## config.mk

```make
export PLATFORM = sky130hd
export DESIGN_NAME = marc_processor
export DESIGN_NICKNAME = d
export VERILOG_FILES = /design/src/rtl/marc_pkg.sv /design/src/rtl/marc_alu.sv /design/src/rtl/marc_processor.sv
export SDC_FILE = /design/constraint.sdc
export NUM_CORES = 1
export LEC_CHECK = 0
export BUFFER_PORTS_ARGS = -buffer_cell sky130_fd_sc_hd__buf_4
export CAP_MARGIN = 20
export CORE_MARGIN = 4
export CORE_UTILIZATION = 35
export CTS_CLUSTER_DIAMETER = 80
export DETAILED_ROUTE_END_ITERATION = 10
export HOLD_SLACK_MARGIN = 0.08
export MAX_ROUTING_LAYER = met4
export PLACE_DENSITY = 0.46
export SYNTH_ARGS = -nofsm -noshare
export SYNTH_HDL_FRONTEND = slang
export SYNTH_SLANG_ARGS = --single-unit
```

## constraint.sdc

```tcl
create_clock -name clk -period 6.1 [get_ports clk]
set_clock_uncertainty 0.15 [all_clocks]
set_input_delay 1.22 -clock clk [delete_from_list [all_inputs] [get_ports clk]]
set_output_delay 1.22 -clock clk [all_outputs]
set_load 0.03 [all_outputs]
```

## src/rtl/marc_pkg.sv

```systemverilog
// marc_pkg -- shared definitions for the MARC multi-cycle processor.
//   Width constants : DATA_W (16-bit datapath), REG_IDX_W (3-bit register index)
//   Encodings       : opcodes, branch conditions, FSM states
//   Types           : flagsT (N, Z, V, C)
//   Helpers         : signExt4 / signExt8 immediate sign extension
package marc_pkg;

    localparam int DATA_W    = 16;
    localparam int REG_IDX_W = 3;
    localparam int NUM_REGS  = 8;

    typedef enum logic [3:0] {
        OP_NOP    = 4'b0000,
        OP_AND    = 4'b0001,
        OP_OR     = 4'b0010,
        OP_ADDCC  = 4'b0011,
        OP_ADD    = 4'b0100,
        OP_SUBCC  = 4'b0101,
        OP_LD     = 4'b0110,
        OP_ST     = 4'b0111,
        OP_SUB    = 4'b1000,
        OP_BR     = 4'b1001,
        OP_SETLOW = 4'b1010,
        OP_SETHI  = 4'b1011
    } opcodeT;

    typedef enum logic [2:0] {
        COND_NEVER  = 3'b000,
        COND_ALWAYS = 3'b001,
        COND_Z      = 3'b010,
        COND_NZ     = 3'b011,
        COND_N      = 3'b100,
        COND_C      = 3'b101,
        COND_V      = 3'b110,
        COND_LT     = 3'b111
    } condT;

    typedef enum logic [2:0] {
        ST_FETCH     = 3'd0,
        ST_DECODE    = 3'd1,
        ST_EXECUTE   = 3'd2,
        ST_MEMORY    = 3'd3,
        ST_WRITEBACK = 3'd4
    } stateT;

    typedef struct packed {
        logic n;
        logic z;
        logic v;
        logic c;
    } flagsT;

    function automatic logic [DATA_W-1:0] signExt4(input logic [3:0] value);
        return {{(DATA_W-4){value[3]}}, value};
    endfunction

    function automatic logic [DATA_W-1:0] signExt8(input logic [7:0] value);
        return {{(DATA_W-8){value[7]}}, value};
    endfunction

endpackage

```

## src/rtl/marc_alu.sv

```systemverilog
// marc_alu -- combinational ALU and flag generation for MARC.
//   op        : decoded opcode (already forced to nop for invalid words)
//   a, b      : rs1 value and second operand (simm4 or rs2)
//   imm8      : 8-bit immediate for setlow/sethi
//   result    : ALU result; ld/st use the a+b sum as effective address
//   flagsOut  : N, Z, V, C computed from this operation
//   setsFlags : high only for addcc/subcc
module marc_alu
    import marc_pkg::*;
(
    input  logic [3:0]        op,
    input  logic [DATA_W-1:0] a,
    input  logic [DATA_W-1:0] b,
    input  logic [7:0]        imm8,
    output logic [DATA_W-1:0] result,
    output flagsT             flagsOut,
    output logic              setsFlags
);

    logic [DATA_W:0] sumFull;
    logic [DATA_W:0] diffFull;

    always_comb begin
        sumFull   = {1'b0, a} + {1'b0, b};
        // Extra top bit of the zero-extended difference is the borrow.
        diffFull  = {1'b0, a} - {1'b0, b};
        result    = '0;
        flagsOut  = '0;
        setsFlags = 1'b0;

        case (op)
            OP_AND:                         result = a & b;
            OP_OR:                          result = a | b;
            OP_ADDCC, OP_ADD, OP_LD, OP_ST: result = sumFull[DATA_W-1:0];
            OP_SUBCC, OP_SUB:               result = diffFull[DATA_W-1:0];
            OP_SETLOW:                      result = {{(DATA_W-8){1'b0}}, imm8};
            OP_SETHI:                       result = {imm8, {(DATA_W-8){1'b0}}};
            default:                        result = '0;
        endcase

        flagsOut.n = result[DATA_W-1];
        flagsOut.z = (result == '0);
        if (op == OP_ADDCC) begin
            setsFlags  = 1'b1;
            flagsOut.c = sumFull[DATA_W];
            // Overflow: operands agree in sign but the result does not.
            flagsOut.v = (a[DATA_W-1] == b[DATA_W-1]) && (result[DATA_W-1] != a[DATA_W-1]);
        end else if (op == OP_SUBCC) begin
            setsFlags  = 1'b1;
            flagsOut.c = diffFull[DATA_W];
            // Overflow: operands differ in sign and the result flips from a.
            flagsOut.v = (a[DATA_W-1] != b[DATA_W-1]) && (result[DATA_W-1] != a[DATA_W-1]);
        end
    end

endmodule

```

## src/rtl/marc_processor.sv

```systemverilog
// marc_processor -- 5-clock multi-cycle MARC CPU
// (FETCH -> DECODE -> EXECUTE -> MEMORY -> WRITEBACK).
//   clk    : system clock, rising edge
//   reset  : asynchronous, active-low
//   dataIn : instruction word in FETCH, load data in MEMORY
//   busA   : memory address (PC, or effective address during a ld/st MEMORY cycle)
//   busB   : store data, 0 when not storing
//   rw     : 1 = write, asserted for the single MEMORY clock of a st
// Build option: define MARC_LOAD_EN to include the ld instruction;
// without it opcode 0110 executes as nop and dataIn is ignored outside FETCH.
module marc_processor
    import marc_pkg::*;
(
    input  logic              clk,
    input  logic              reset,
    input  logic [DATA_W-1:0] dataIn,
    output logic [DATA_W-1:0] busA,
    output logic [DATA_W-1:0] busB,
    output logic              rw
);

    stateT             state;
    logic [DATA_W-1:0] pc;
    logic [DATA_W-1:0] ir;
    logic [DATA_W-1:0] regs [NUM_REGS];
    flagsT             flags;

    logic [3:0]           op;
    logic [REG_IDX_W-1:0] rdIdx;
    logic [REG_IDX_W-1:0] rs1Idx;
    logic [REG_IDX_W-1:0] rs2Idx;
    logic [2:0]           cond;
    logic [7:0]           imm8;
    logic [DATA_W-1:0]    rs1Val;
    logic [DATA_W-1:0]    rs2Val;
    logic [DATA_W-1:0]    rdVal;
    logic [DATA_W-1:0]    op2;
    logic [DATA_W-1:0]    aluResult;
    logic [DATA_W-1:0]    wbData;
    logic [DATA_W-1:0]    nextPc;
    flagsT                aluFlags;
    logic                 aluSetsFlags;
    logic                 branchTaken;
    logic                 isAluWrite;
    logic                 isStore;
    logic                 isLoad;
    logic                 writesRd;

`ifdef MARC_LOAD_EN
    logic [DATA_W-1:0] loadData;
`endif

    // Decode: IR is stable from DECODE through WRITEBACK, and registers and
    // flags only change at the end of WRITEBACK, so everything below can stay
    // combinational for the whole instruction.
    always_comb begin
        op = ir[DATA_W-1] ? 4'(OP_NOP) : ir[14:11];
`ifndef MARC_LOAD_EN
        if (op == OP_LD) op = 4'(OP_NOP);
`endif
        rdIdx  = ir[10:8];
        cond   = ir[10:8];
        rs1Idx = ir[7:5];
        rs2Idx = ir[2:0];
        imm8   = ir[7:0];

        rs1Val = (rs1Idx == '0) ? '0 : regs[rs1Idx];
        rs2Val = (rs2Idx == '0) ? '0 : regs[rs2Idx];
        rdVal  = (rdIdx  == '0) ? '0 : regs[rdIdx];
        op2    = ir[4] ? signExt4(ir[3:0]) : rs2Val;

        case (cond)
            COND_NEVER:  branchTaken = 1'b0;
            COND_ALWAYS: branchTaken = 1'b1;
            COND_Z:      branchTaken = flags.z;
            COND_NZ:     branchTaken = !flags.z;
            COND_N:      branchTaken = flags.n;
            COND_C:      branchTaken = flags.c;
            COND_V:      branchTaken = flags.v;
            default:     branchTaken = flags.n ^ flags.v;
        endcase

        // Branch displacement is relative to the branch's own address.
        if (op == OP_BR && branchTaken) nextPc = pc + signExt8(imm8);
        else                            nextPc = pc + DATA_W'(2);

        case (op)
            OP_AND, OP_OR, OP_ADDCC, OP_ADD, OP_SUBCC, OP_SUB, OP_SETLOW, OP_SETHI:
                isAluWrite = 1'b1;
            default:
                isAluWrite = 1'b0;
        endcase
        isStore = (op == OP_ST);
`ifdef MARC_LOAD_EN
        isLoad = (op == OP_LD);
        wbData = isLoad ? loadData : aluResult;
`else
        isLoad = 1'b0;
        wbData = aluResult;
`endif
        writesRd = (rdIdx != '0) && (isAluWrite || isLoad);
    end

    marc_alu u_alu (
        .op        (op),
        .a         (rs1Val),
        .b         (op2),
        .imm8      (imm8),
        .result    (aluResult),
        .flagsOut  (aluFlags),
        .setsFlags (aluSetsFlags)
    );

    // FSM, register file, PC and registered bus outputs. Bus values are
    // loaded one edge ahead of the state that shows them, so the async
    // reset clears busA/busB/rw immediately.
    always_ff @(posedge clk or negedge reset) begin
        if (!reset) begin
            state <= ST_FETCH;
            pc    <= '0;
            ir    <= '0;
            flags <= '0;
            busA  <= '0;
            busB  <= '0;
            rw    <= 1'b0;
            for (int k = 0; k < NUM_REGS; k++) regs[k] <= '0;
`ifdef MARC_LOAD_EN
            loadData <= '0;
`endif
        end else begin
            case (state)
                ST_FETCH: begin
                    ir    <= dataIn;
                    state <= ST_DECODE;
                end
                ST_DECODE: begin
                    state <= ST_EXECUTE;
                end
                ST_EXECUTE: begin
                    state <= ST_MEMORY;
                    if (isStore || isLoad) begin
                        busA <= aluResult;
                        busB <= isStore ? rdVal : '0;
                        rw   <= isStore;
                    end
                end
                ST_MEMORY: begin
                    state <= ST_WRITEBACK;
                    busA  <= pc;
                    busB  <= '0;
                    rw    <= 1'b0;
`ifdef MARC_LOAD_EN
                    if (isLoad) loadData <= dataIn;
`endif
                end
                ST_WRITEBACK: begin
                    state <= ST_FETCH;
                    pc    <= nextPc;
                    busA  <= nextPc;
                    if (writesRd)     regs[rdIdx] <= wbData;
                    if (aluSetsFlags) flags       <= aluFlags;
                end
                default: begin
                    state <= ST_FETCH;
                end
            endcase
        end
    end

endmodule

```

==> impl_metrics.yaml <==
synthesis:
  async_flop_share: 1.000
  synth-simple-area-share: 0.1493
  synth_cells: 1497
  synth-seq-cells: 187
  yosysWarnings: 0
  synthAdderAreaFrac: 0.06380
  yosys.area_share.xor_xnor: 0.01883
  synth_nets: 1582
  synth_top_area_frac: 0.3468
  yosysTopAreaCell: "dfrtp_1"
  mappedNetlistArea_um2: 13490
  synthTopCellsByArea: "dfrtp_1 (35%), mux4_2 (8.0%), ha_1 (5.9%)"
  synth_mux_area_frac: 0.1255
  yosysSeqAreaShare: 0.3468
  synth_edf_count: 0
  synth_compound_area_frac: 0.2421
  synth_top_family_by_area: "compound AO/OA/AOI/OAI gates"
  synth_cell_types: 82
  avgSynthCellArea_um2: 9.012
  synth_ff_type: "dfrtp_1"
cts:
  cts_tree: "yes"
  clock-sinks: 187
  cts_buffer_depth: 2
  path_clk_slew_ps: 80
  hold_buffers: 0
  cts_buffers: 17
  post_cts_buffers: 0
  cts_resized: 0
  clockRootBuffer: "clkbuf_16"
  htreeDepth: 4
  clk_latency_ps: 480
route:
  drt_wl_total_um: 49860
  drtIter0Drc: 870
  routedWlPerCell_um: 24.60
  remaining_drc_errors: 0
  avgViaCountPerCell: 5.845
  detail-route-antenna-nets: 0
  vias: 11850
  dr.pass1.iters: 5
setup_path:
  reg2reg_to: "flags[2]"
  timing.rr.start: "ir[5]"
  crit_type: "flip-flop to flip-flop"
  cp.required_ps: 6370
  rrSetupSlack_ps: 640
  start_kind: "flip-flop"
  critPathArrivalTime_ps: 5730
  ff2ff_path_depth: 16
  crit_path_end_kind: "flip-flop"
  crit_fanout: 23
pwr:
  powerDensity_nw_per_um2: 253.4
  vdd_drop_max_uv: 227.2
  p_leak_uw: 0.006504
grt:
  grt_usage: 0.2474
  overflow: 0
  grt_start_max_net_pins: 105
  grt_pass1_wl_um: 76310
  antenna_found_initial: 0
  grt_pass1_vias: 11680
outcome:
  status: "finished, final reports clean"
sta:
  setup_tns_ps: 0
  finalCritPeriodShare: 0.8947
  final_max_slew_viol_count: 0
  maxSlewHeadroom: 0.2353
  fmax_mhz: 183.2
  hold_ws_ps: 230.7
  rsz0062_at_grt: "false"
  post-route-min-period_ps: 5458
  hold_viol_final: 0
  worst_pin_slew_ps: 1140
  setup_viol_count_final: 0
worst_hold_path:
  hold_start: "regs[121]"
  worstHoldPathType: "flip-flop to flip-flop"
  holdPathEnd: "regs[121]"
  whs_path_depth: 0
floorplanning:
  start_util: 0.3565
  io_pins: 51
  die_x_um: 204.3
  die_h_um: 204.3
  coreArea_um2: 37840
  rows: 71
  die_area_um2: 41750
layout:
  multi_input_area_um2: 8112
  final_util: 0.3987
  area_growth_pct: 11.83
  fill_cells: 3830
  final_nets: 1588
  ff_latch_area_um2: 4687
  drive_gt1_frac: 0.1761
  diodes: 0
place:
  dpl.hpwl_um: 34900
  gp_congestion: 0.9443
  io_buffer_count: 50
flow_run:
  max_cap_viol_count: 0
cells in the mapped netlist (11+ instances only):
cell type / n
nand2_1: 147
a211oi_1: 19
o21ai_0: 131
o211ai_1: 12
buf_1: 11
a22oi_1: 18
dfrtp_1: 187
xnor2_1: 19
ha_1: 64
a221o_1: 14
nand3_1: 27
mux4_2: 48
o21a_1: 15
clkbuf_1: 86
o31ai_1: 30
nor3_1: 19
mux2_2: 49
nor2_1: 141
inv_1: 68
a21oi_1: 119
nor2b_1: 25
a21o_1: 17
a221oi_1: 36
metrics by stage:
stage | area, um^2 | setup slack [ps] | instances | power [uW]
finish | 15090 | 642.3 | 2027 | 3823
global route | 15090 | 393.1 | 2027 | 4011
CTS | 15090 | 714.1 | 2027 | 3842
detailed placement | 14450 | 722.7 | 1995 | 2579
global placement | 14450 | 710.2 | 1995 | 2581
floorplan | 13490 | 1371 | 1497 | 2190
power breakdown:
part	switching, uW	total [uW]	internal (uW)
Clock	569	1250	682
Combinational	665	1090	428
Sequential	137	1480	1340
cell families after synthesis:
family | count (synthesis)
compound gates | 494
mux | 103
xor+xnor | 29
buf+inv | 180
fa+ha+maj | 67
flops | 187
simple gates | 437
cell usage in the layout, fill, tap and decap left out, drive strengths merged, types with 10 or more instances in the layout:
cell type / netlist / layout
dfrtp: 187 / 187
nand2: 147 / 147
nor2: 141 / 141
o21ai: 135 / 135
a21oi: 121 / 121
buf: 25 / 97
inv: 68 / 72
ha: 64 / 64
mux2: 49 / 49
mux4: 48 / 48
a221oi: 38 / 38
o31ai: 30 / 30
nand3: 27 / 27
nor2b: 25 / 25
a211oi: 21 / 21
nor3: 21 / 21
clkbuf: 86 / 21
xnor2: 19 / 19
a22oi: 18 / 18
a21o: 17 / 17
o21a: 15 / 15
a221o: 14 / 14
o211ai: 13 / 13
or2: 11 / 11
xor2: 10 / 10
and3: 10 / 10
metal layers:
metal  wire length [um]  GRT usage  up-vias
li1                   -          -     5499
met1              23380     0.3425     5954
met2              23140     0.3851      332
met3               2212    0.03586       63
met4               1128    0.06246        0
met5                  0          -        -
sequential cells by signal, summed over array words and instances, names as in the netlist:
signal / cells
regs: 115
busA: 16
busB: 16
ir: 16
pc: 16
flags: 4
state: 3
rw: 1
worst max path at each step:
| stage | end | start | cells past startpoint |
|---|---|---|---|
| global route | flags[2] | ir[5] | 16 |
| detailed placement | flags[2] | ir[5] | 16 |
| CTS | flags[2] | ir[5] | 16 |
| finish | flags[2] | ir[5] | 16 |
| floorplan | flags[2] | ir[5] | 16 |
| global placement | flags[2] | ir[5] | 16 |
worst max-delay path: stages (launching register included):
cell and delay, ps:
dfrtp_2 790, nor2b_1 430, buf_4 300, a22oi_1 120, o21a_1 260, inv_1 80
ha_1 230, fa_1 290, a211oi_1 120, o21a_1 230, or4_1 550, a22oi_1 230
a2111oi_0 140, nor2_1 780, nand3_1 310, nor3_2 220, a22o_1 140
area by class of cell:
cell class              count  area share
repair buffers             98     0.05000
clock inverters            12     0.01194
inverters                  69     0.01717
flip-flops and latches    187      0.3106
multi-input cells        1130      0.5376
well taps                 511     0.04238
clock buffers              20     0.03027
No activity file was read; power rests on OpenSTA's default activity.
